--- src/rtl/clk_div_gen.sv ---
// Programmable derived-clock generator: registered gclock with configurable high, low and start-phase
// times counted in pclock cycles, reconfigurable on the fly at period boundaries.
module clk_div_gen #(
    parameter int CNT_W = 8
) (
    input  logic             pclock,
    input  logic             reset,
    input  logic             cfg_valid,
    output logic             cfg_ready,
    input  logic [CNT_W-1:0] cfg_high,
    input  logic [CNT_W-1:0] cfg_low,
    input  logic [CNT_W-1:0] cfg_phase,
    input  logic             stop,
    output logic             gclock,
    output logic             gclock_rise,
    output logic             busy
);

    typedef enum logic [1:0] {
        IDLE,
        PHASE,
        HIGH,
        LOW
    } state_t;

    localparam logic [CNT_W-1:0] CNT_ONE = CNT_W'(1);

    state_t           state_q, state_d;
    logic [CNT_W-1:0] cnt_q, cnt_d;
    logic [CNT_W-1:0] high_q, high_d;
    logic [CNT_W-1:0] low_q, low_d;
    logic [CNT_W-1:0] pend_high_q, pend_high_d;
    logic [CNT_W-1:0] pend_low_q, pend_low_d;
    logic [CNT_W-1:0] pend_phase_q, pend_phase_d;
    logic             pending_q, pending_d;
    logic             stop_req_q, stop_req_d;
    logic             gclock_q, gclock_d;
    logic             gclock_rise_q, gclock_rise_d;
    logic             busy_q, busy_d;
    logic             cfg_ready_q, cfg_ready_d;

    logic             running;
    logic             stop_now;
    logic             accept;
    logic [CNT_W-1:0] new_high;
    logic [CNT_W-1:0] new_low;
    logic [CNT_W-1:0] cnt_dec;

    assign cfg_ready   = cfg_ready_q;
    assign gclock      = gclock_q;
    assign gclock_rise = gclock_rise_q;
    assign busy        = busy_q;

    // A new configuration enters through PHASE with cnt=P, so the accept cycle itself counts as the
    // first low cycle and gclock (which tracks the HIGH state) rises P+1 edges after the accept.
    always_comb begin
        state_d       = state_q;
        cnt_d         = cnt_q;
        high_d        = high_q;
        low_d         = low_q;
        pend_high_d   = pend_high_q;
        pend_low_d    = pend_low_q;
        pend_phase_d  = pend_phase_q;
        pending_d     = pending_q;
        stop_req_d    = stop_req_q;

        running  = (state_q != IDLE);
        stop_now = running & (stop | stop_req_q);
        accept   = cfg_valid & cfg_ready_q & ~stop_now;
        new_high = (cfg_high == '0) ? CNT_ONE : cfg_high;
        new_low  = (cfg_low == '0) ? CNT_ONE : cfg_low;
        cnt_dec  = cnt_q - CNT_ONE;

        case (state_q)
            IDLE: begin
                if (accept) begin
                    high_d  = new_high;
                    low_d   = new_low;
                    cnt_d   = cfg_phase;
                    state_d = PHASE;
                end
            end
            PHASE: begin
                if (stop_now) begin
                    state_d = IDLE;
                end else if (cnt_q == '0) begin
                    state_d = HIGH;
                    cnt_d   = high_q - CNT_ONE;
                end else begin
                    cnt_d = cnt_dec;
                end
            end
            HIGH: begin
                if (cnt_q == '0) begin
                    state_d = LOW;
                    cnt_d   = low_q - CNT_ONE;
                end else begin
                    cnt_d = cnt_dec;
                end
            end
            LOW: begin
                // End of a full period: the only place a stop or a pending config takes effect.
                if (cnt_q != '0) begin
                    cnt_d = cnt_dec;
                end else if (stop_now) begin
                    state_d = IDLE;
                end else if (pending_q) begin
                    high_d    = pend_high_q;
                    low_d     = pend_low_q;
                    pending_d = 1'b0;
                    if (pend_phase_q != '0) begin
                        state_d = PHASE;
                        cnt_d   = pend_phase_q - CNT_ONE;
                    end else begin
                        state_d = HIGH;
                        cnt_d   = pend_high_q - CNT_ONE;
                    end
                end else begin
                    state_d = HIGH;
                    cnt_d   = high_q - CNT_ONE;
                end
            end
            default: begin
                state_d = IDLE;
            end
        endcase

        if (running && accept) begin
            pend_high_d  = new_high;
            pend_low_d   = new_low;
            pend_phase_d = cfg_phase;
            pending_d    = 1'b1;
        end
        if (stop_now) begin
            pending_d = 1'b0;
        end
        if (running && stop) begin
            stop_req_d = 1'b1;
        end
        if (state_d == IDLE) begin
            stop_req_d = 1'b0;
        end

        gclock_d      = (state_d == HIGH);
        gclock_rise_d = gclock_d & ~gclock_q;
        busy_d        = (state_d != IDLE);
        cfg_ready_d   = ~pending_d;
    end

    always_ff @(posedge pclock) begin
        if (reset) begin
            state_q       <= IDLE;
            cnt_q         <= '0;
            high_q        <= CNT_ONE;
            low_q         <= CNT_ONE;
            pend_high_q   <= CNT_ONE;
            pend_low_q    <= CNT_ONE;
            pend_phase_q  <= '0;
            pending_q     <= 1'b0;
            stop_req_q    <= 1'b0;
            gclock_q      <= 1'b0;
            gclock_rise_q <= 1'b0;
            busy_q        <= 1'b0;
            cfg_ready_q   <= 1'b1;
        end else begin
            state_q       <= state_d;
            cnt_q         <= cnt_d;
            high_q        <= high_d;
            low_q         <= low_d;
            pend_high_q   <= pend_high_d;
            pend_low_q    <= pend_low_d;
            pend_phase_q  <= pend_phase_d;
            pending_q     <= pending_d;
            stop_req_q    <= stop_req_d;
            gclock_q      <= gclock_d;
            gclock_rise_q <= gclock_rise_d;
            busy_q        <= busy_d;
            cfg_ready_q   <= cfg_ready_d;
        end
    end

endmodule

--- config.mk ---
export PLATFORM = sky130hd
export DESIGN_NAME = clk_div_gen
export DESIGN_NICKNAME = d
export VERILOG_FILES = /design/src/rtl/clk_div_gen.sv
export SDC_FILE = /design/constraint.sdc
export NUM_CORES = 1
export LEC_CHECK = 0
export CAP_MARGIN = 20
export CORE_MARGIN = 4
export CORE_UTILIZATION = 57
export CTS_BUF_LIST = sky130_fd_sc_hd__clkbuf_16
export DETAILED_ROUTE_END_ITERATION = 8
export PLACE_DENSITY_LB_ADDON = 0.25
export SYNTH_ARGS = -nofsm -noshare
export SYNTH_HDL_FRONTEND = slang
export SYNTH_SLANG_ARGS = --single-unit
--- constraint.sdc ---
create_clock -name pclock -period 3.5 [get_ports pclock]
set_input_delay 0.7 -clock pclock [delete_from_list [all_inputs] [get_ports pclock]]
set_output_delay 0.7 -clock pclock [all_outputs]
set_load 0.005 [all_outputs]
==> results of run 1 <==
## worst max-delay path, cell delays in order (launching register included)
cell       delay (ns)
dfxtp_1          0.50
or4_4            0.23
nor2_8           0.05
a21oi_1          0.16
ha_1             0.22
or3b_1           0.46
or4_1            0.43
a31oi_1          0.17
a211oi_1         0.10
a2111oi_0        0.40
nor3_1           0.09
## sequential cells by signal, summed over array words and instances (netlist names)
register      cells
gclock            1
pend_phase_q      8
cfg_ready         1
high_q            8
stop_req_q        1
pend_low_q        8
low_q             8
busy              1
state_q           2
pend_high_q       8
cnt_q             8
pending_q         1
gclock_rise       1
## cell type report
class / instances / share of cell area [%]
Timing Repair Buffer: 37 / 9.68
Sequential cell: 56 / 29.9
Clock inverter: 3 / 1.27
Tap cell: 72 / 2.40
Inverter: 12 / 1.20
Clock buffer: 5 / 3.34
Multi-Input combinational cell: 334 / 52.2
## worst max-delay path by stage
stage	start	endpoint	slack (ns)	depth (start not counted)
after floorplan	pend_phase_q[5]	cnt_q[2]	0.80	11
after global placement	stop	cnt_q[6]	0.63	7
after detailed placement	stop	cnt_q[6]	0.55	7
after CTS	pend_phase_q[5]	cnt_q[6]	0.60	10
after global routing	pend_phase_q[5]	cnt_q[6]	0.34	10
final	pend_phase_q[5]	cnt_q[6]	0.54	10
## metal layers
metal  GRT usage, %  vias to the layer above  share of wire, %
li1               -                     1596                 -
met1           34.3                     1554                43
met2           40.8                      140                46
met3           4.74                       30               7.7
met4           9.06                        0               2.8
met5              0                        -                 0
## cells by family after synthesis
kind of cell             Yosys count
AO/OA/AOI/OAI                    113
XOR/XNOR                          17
adder cells (fa/ha/maj)            4
buffers and inverters             42
flip-flops                        56
multiplexers                       1
AND/OR/NAND/NOR                  199
## cells in the final DEF (no fill, tap or decap), drive strengths merged, types with 5 or more instances in the layout
master	count
a311oi	16
nor3	17
xor2	5
inv	12
a21oi	40
nor2	30
nor4	8
o211ai	8
o21ai	7
nand3	10
clkdlybuf4s50	30
or4	6
buf	7
o22ai	6
or3	8
dfxtp	56
xnor2	12
nand2	95
clkbuf	5
## power by group
group / switching (mW) / total, mW / internal, mW
Combinational: 0.666 / 1.16 / 0.498
Sequential: 0.172 / 0.923 / 0.751
Clock: 0.242 / 0.582 / 0.341
## stage by stage
stage	setup WS [ns]	hold slack, ns
2_1_floorplan	0.804	0.416
3_3_place_gp	0.627	0.406
3_5_place_dp	0.553	0.411
4_1_cts	0.598	0.421
5_1_grt	0.343	0.456
6_report	0.538	0.412
==> flow_summary.ini, run 1 <==
[run_status]
status = complete, no violations

[logic_synthesis]
synth_edf_count = 0
synth_simple_gate_area_share_pct = 30.0
syn_area_per_cell_sq_um = 7.54
synth_cell_types = 64
synthMuxAreaShare_pct = 0.346
yosysTopAreaCellShare_pct = 34.4
synth_adder_area_share_pct = 1.54
synth_fp_nets = 464
synthCells = 432
yosysMostFrequentCell = nand2_1
synth-seq-area-share_pct = 34.4
synth_flop_cell = dfxtp_1
synth_compound_area_share_pct = 23.5
ys_ff_latch = 56
synthArstFlopShare_pct = 0
synthTopCellsByCount = 95 x nand2_1, 56 x dfxtp_1, 39 x a21oi_1
ys_warn_count = 0
synth_top_family_by_area = simple AND/OR/NAND/NOR gates
synth.top_cells.by_area = dfxtp_1 34%, nand2_1 11%, a21oi_1 6.0%
synth_xor_area_share_pct = 4.57
synth_area_sq_um = 3260
synth_largest_area_cell = dfxtp_1

[setup_path]
critPathRequiredTime_ns = 3.67
arrival_ns = 3.13
ff2ff_path_depth = 10
critPathKind = register to register
r2r_start = pend_phase_q[5]
timing.rr.end = cnt_q[6]
crit_fanout = 9
r2r_setup_slack_ns = 0.54
startpoint_type = register
end_kind = register

[global_route]
antenna_found_initial = 0
grt_max_degree = 27
gr-total-overflow = 0
grt_pass1_wl_microns = 14800
grt_pass1_vias = 2984
grt_util_all_layers_pct = 25.5

[final_layout]
regArea_sq_um = 1120
fin_cells = 519
area_growth_pct = 15.1
drive_gt1_share_pct = 6.04
final_area_sq_um = 3750
fillers = 496
fin_nets = 478
final_util_pct = 67.7
diodes = 0
multi_input_area_sq_um = 1960

[clock_network]
root_buffer = clkbuf_16
hold_buffers = 0
clk_path_buf_depth = 2
htree_levels = 2
clkSlewWorstSetupHoldPaths_ns = 0.08
clkSinkCount = 56
post-cts-setup-buffers = 0
cts_buffers = 5
clk_latency_ns = 0.30
cts_tree = built
cts_resized = 0

[detailed_routing]
dr.pass1.iters = 5
antenna_left = 0
routed_wl_microns = 9130
via_count = 3320
via_per_inst = 6.40
wl_per_cell_microns = 17.6
drt_first_iter_violations = 377
drc = 0

[floorplan]
die_width_microns = 83.6
ioPinCount = 32
row_count = 27
coreArea_sq_um = 5540
die_area_sq_um = 6990
dieHeight_microns = 83.6
start_util_pct = 58.8

[worst_hold_path]
holdCritPathClass = register to register
whs_path_depth = 1
hold_end = gclock_rise
hold_start = gclock

[sta]
rsz0062_at_grt = no
setup_violations = 0
slew_violations = 0
fin_crit_ns = 2.96
max_slew.worst_pin.slew_ns = 0.778
max_freq_mhz = 338
fin_skew_ns = 0.00899
hold_viol = 0
tns_ns = 0
max-slew-margin-rel_pct = 48.0
min_period_over_period_pct = 84.6

[run]
maxCapViolCount = 0

[place]
dpl-instance-area_sq_um = 3580
gp_congestion = 0.887
hpwlAfterDp_microns = 6440
placedCellCount = 511
portBuffers = 31

[pwr]
peakVddDrop_mv = 0.342
p_leak_nw = 1.34
total_power_mw = 2.67
power_density_nw_per_um2 = 712
No activity file was read; power rests on OpenSTA's default activity.
==> run 2: changes to the inputs <==
==> constraint.sdc (replaced) <==
create_clock -name pclock -period 3.09 [get_ports pclock]
set_input_delay 0.618 -clock pclock [delete_from_list [all_inputs] [get_ports pclock]]
set_output_delay 0.618 -clock pclock [all_outputs]
set_load 0.005 [all_outputs]
==> flow_summary.ini, run 2 (synthesis gave the netlist of run 1 again) <==
[pwr]
p_seq_share_pct = 35.6
clkPwrFrac_pct = 19.1
p_sw_mw = 1.20
combPwrFrac_pct = 45.3
p_leak_nw = 1.35
power_density_nw_per_um2 = 781
switching_share_pct = 41.0
p_int_mw = 1.73
peakVddDrop_mv = 0.401
total_power_mw = 2.93

[final_layout]
diodes = 0
area_growth_pct = 15.4
fin_nets = 484
final_util_pct = 67.8
fillers = 494
drive_gt1_share_pct = 7.73
layout_common_cells = 95 x nand2_1, 53 x dfxtp_1, 39 x a21oi_1
layout_commonest_cell = nand2_1

[sta]
fin_crit_ns = 2.86
max-slew-margin-rel_pct = 50.8
max_slew.worst_pin.slew_ns = 0.737
tns_ns = 0
max_freq_mhz = 350
hold_ws_ns = 0.405
setup_violations = 0
rsz0062_at_grt = no
fin_skew_ns = 0.00467
setup_ws_ns = 0.231
slew_violations = 0
hold_viol = 0
min_period_over_period_pct = 92.5

[floorplan]
coreArea_sq_um = 5540
die_area_sq_um = 6990
row_count = 27
dieHeight_microns = 83.6
ioPinCount = 32
start_util_pct = 58.8
die_width_microns = 83.6

[global_route]
grt_max_degree = 28
grt_util_all_layers_pct = 25.7
grt_pass1_wl_microns = 14800
gr-total-overflow = 0
antenna_found_initial = 0
grt_pass1_vias = 2961

[setup_path]
cpPeakStageDelay_ns = 0.59
crit_family = simple AND/OR/NAND/NOR gates
cp_cell_sequence = or4_4 -> nor2_8 -> a21oi_1 -> ha_1 -> or3b_2 -> a31oi_1 -> a41oi_1 -> a31o_1 -> a311oi_1 -> nor3_1
cp.buffers_inverters = 0
r2r_start = pend_phase_q[0]
crit_path_top_delay_cell = or4_4
critPathRequiredTime_ns = 3.27
end_kind = register
critPathKind = register to register
startpoint_type = register
crit_fanout = 8
arrival_ns = 3.04
critPathLaunch = pend_phase_q[0]

[run]
maxCapViolCount = 0

[place]
pre_cts_ws_ns = 0.261
gp_congestion = 0.949
portBuffers = 31
hpwlAfterDp_microns = 6510

[detailed_routing]
via_count = 3340
drt-met1-wl_microns = 3850
wl_per_cell_microns = 17.3
via_per_inst = 6.36
drc = 0
antenna_left = 0
top_layer_used = met4
wl_met3_microns = 725
dr.pass1.iters = 6
routed_wl_microns = 9070
drt_first_iter_violations = 361
wl_met2_microns = 4260

[worst_hold_path]
hold_start = gclock
holdCritPathClass = register to register

[clock_network]
clkSinkCount = 56
htree_levels = 2
post-cts-setup-buffers = 0
cts_tree = built
clkSlewWorstSetupHoldPaths_ns = 0.07
clk_path_buf_depth = 2
cts_buffers = 5
clk_latency_ns = 0.30
root_buffer = clkbuf_16

[run_status]
status = complete, no violations
## run 2: cell types whose count changed in the layout (fill, tap and decap cells not counted), sizes merged
| cell | before | now |
|---|---|---|
| clkinvlp | 0 | 2 |
| clkinv | 2 | 1 |
| bufinv | 1 | 0 |
| buf | 7 | 13 |
## run 2: path summary, 6_finish.rpt
path,endpoint,slack (ns),cells past startpoint
setup reg to reg,cnt_q[2],0.23,10
setup / recovery,cnt_q[2],0.23,10
hold / removal,gclock_rise,0.41,1
hold reg to reg,gclock_rise,0.41,1
## run 2: final cells by class
| class | instances | area [sq um] | share of cell area (%) |
|---|---|---|---|
| flip-flops and latches | 56 | 1120 | 29.9 |
| repair buffers | 43 | 395 | 10.5 |
| well taps | 72 | 90.1 | 2.40 |
| clock inverters | 3 | 18.8 | 0.499 |
| clock buffers | 5 | 125 | 3.33 |
| inverters | 12 | 45.0 | 1.20 |
| multi-input cells | 334 | 1960 | 52.1 |
## run 2: power groups by stage
stage | logic, mW | registers (mW) | clock network (mW)
6_report | 1.33 | 1.04 | 0.562
3_3_place_gp | 1.27 | 1.04 | 0
2_1_floorplan | 1.04 | 0.975 | 0
4_1_cts | 1.30 | 1.04 | 0.570
3_5_place_dp | 1.29 | 1.05 | 0
5_1_grt | 1.45 | 1.07 | 0.599
## run 2: stage by stage
stage	area [sq um]	cells
after global placement	3610	517
after CTS	3750	525
after global routing	3760	525
final	3760	525
after detailed placement	3610	517
after floorplan	3260	432
## run 2: layer usage
layer,up-vias,global-route usage (%)
li1,1600,-
met1,1567,35.7
met2,147,39.9
met3,26,4.94
met4,0,8.48
met5,-,0
## run 2: timing repair
action | in CTS | in global routing
resized for setup | 0 | 4
hold buffers | 0 | 0
setup endpoints to repair | 0 | 1
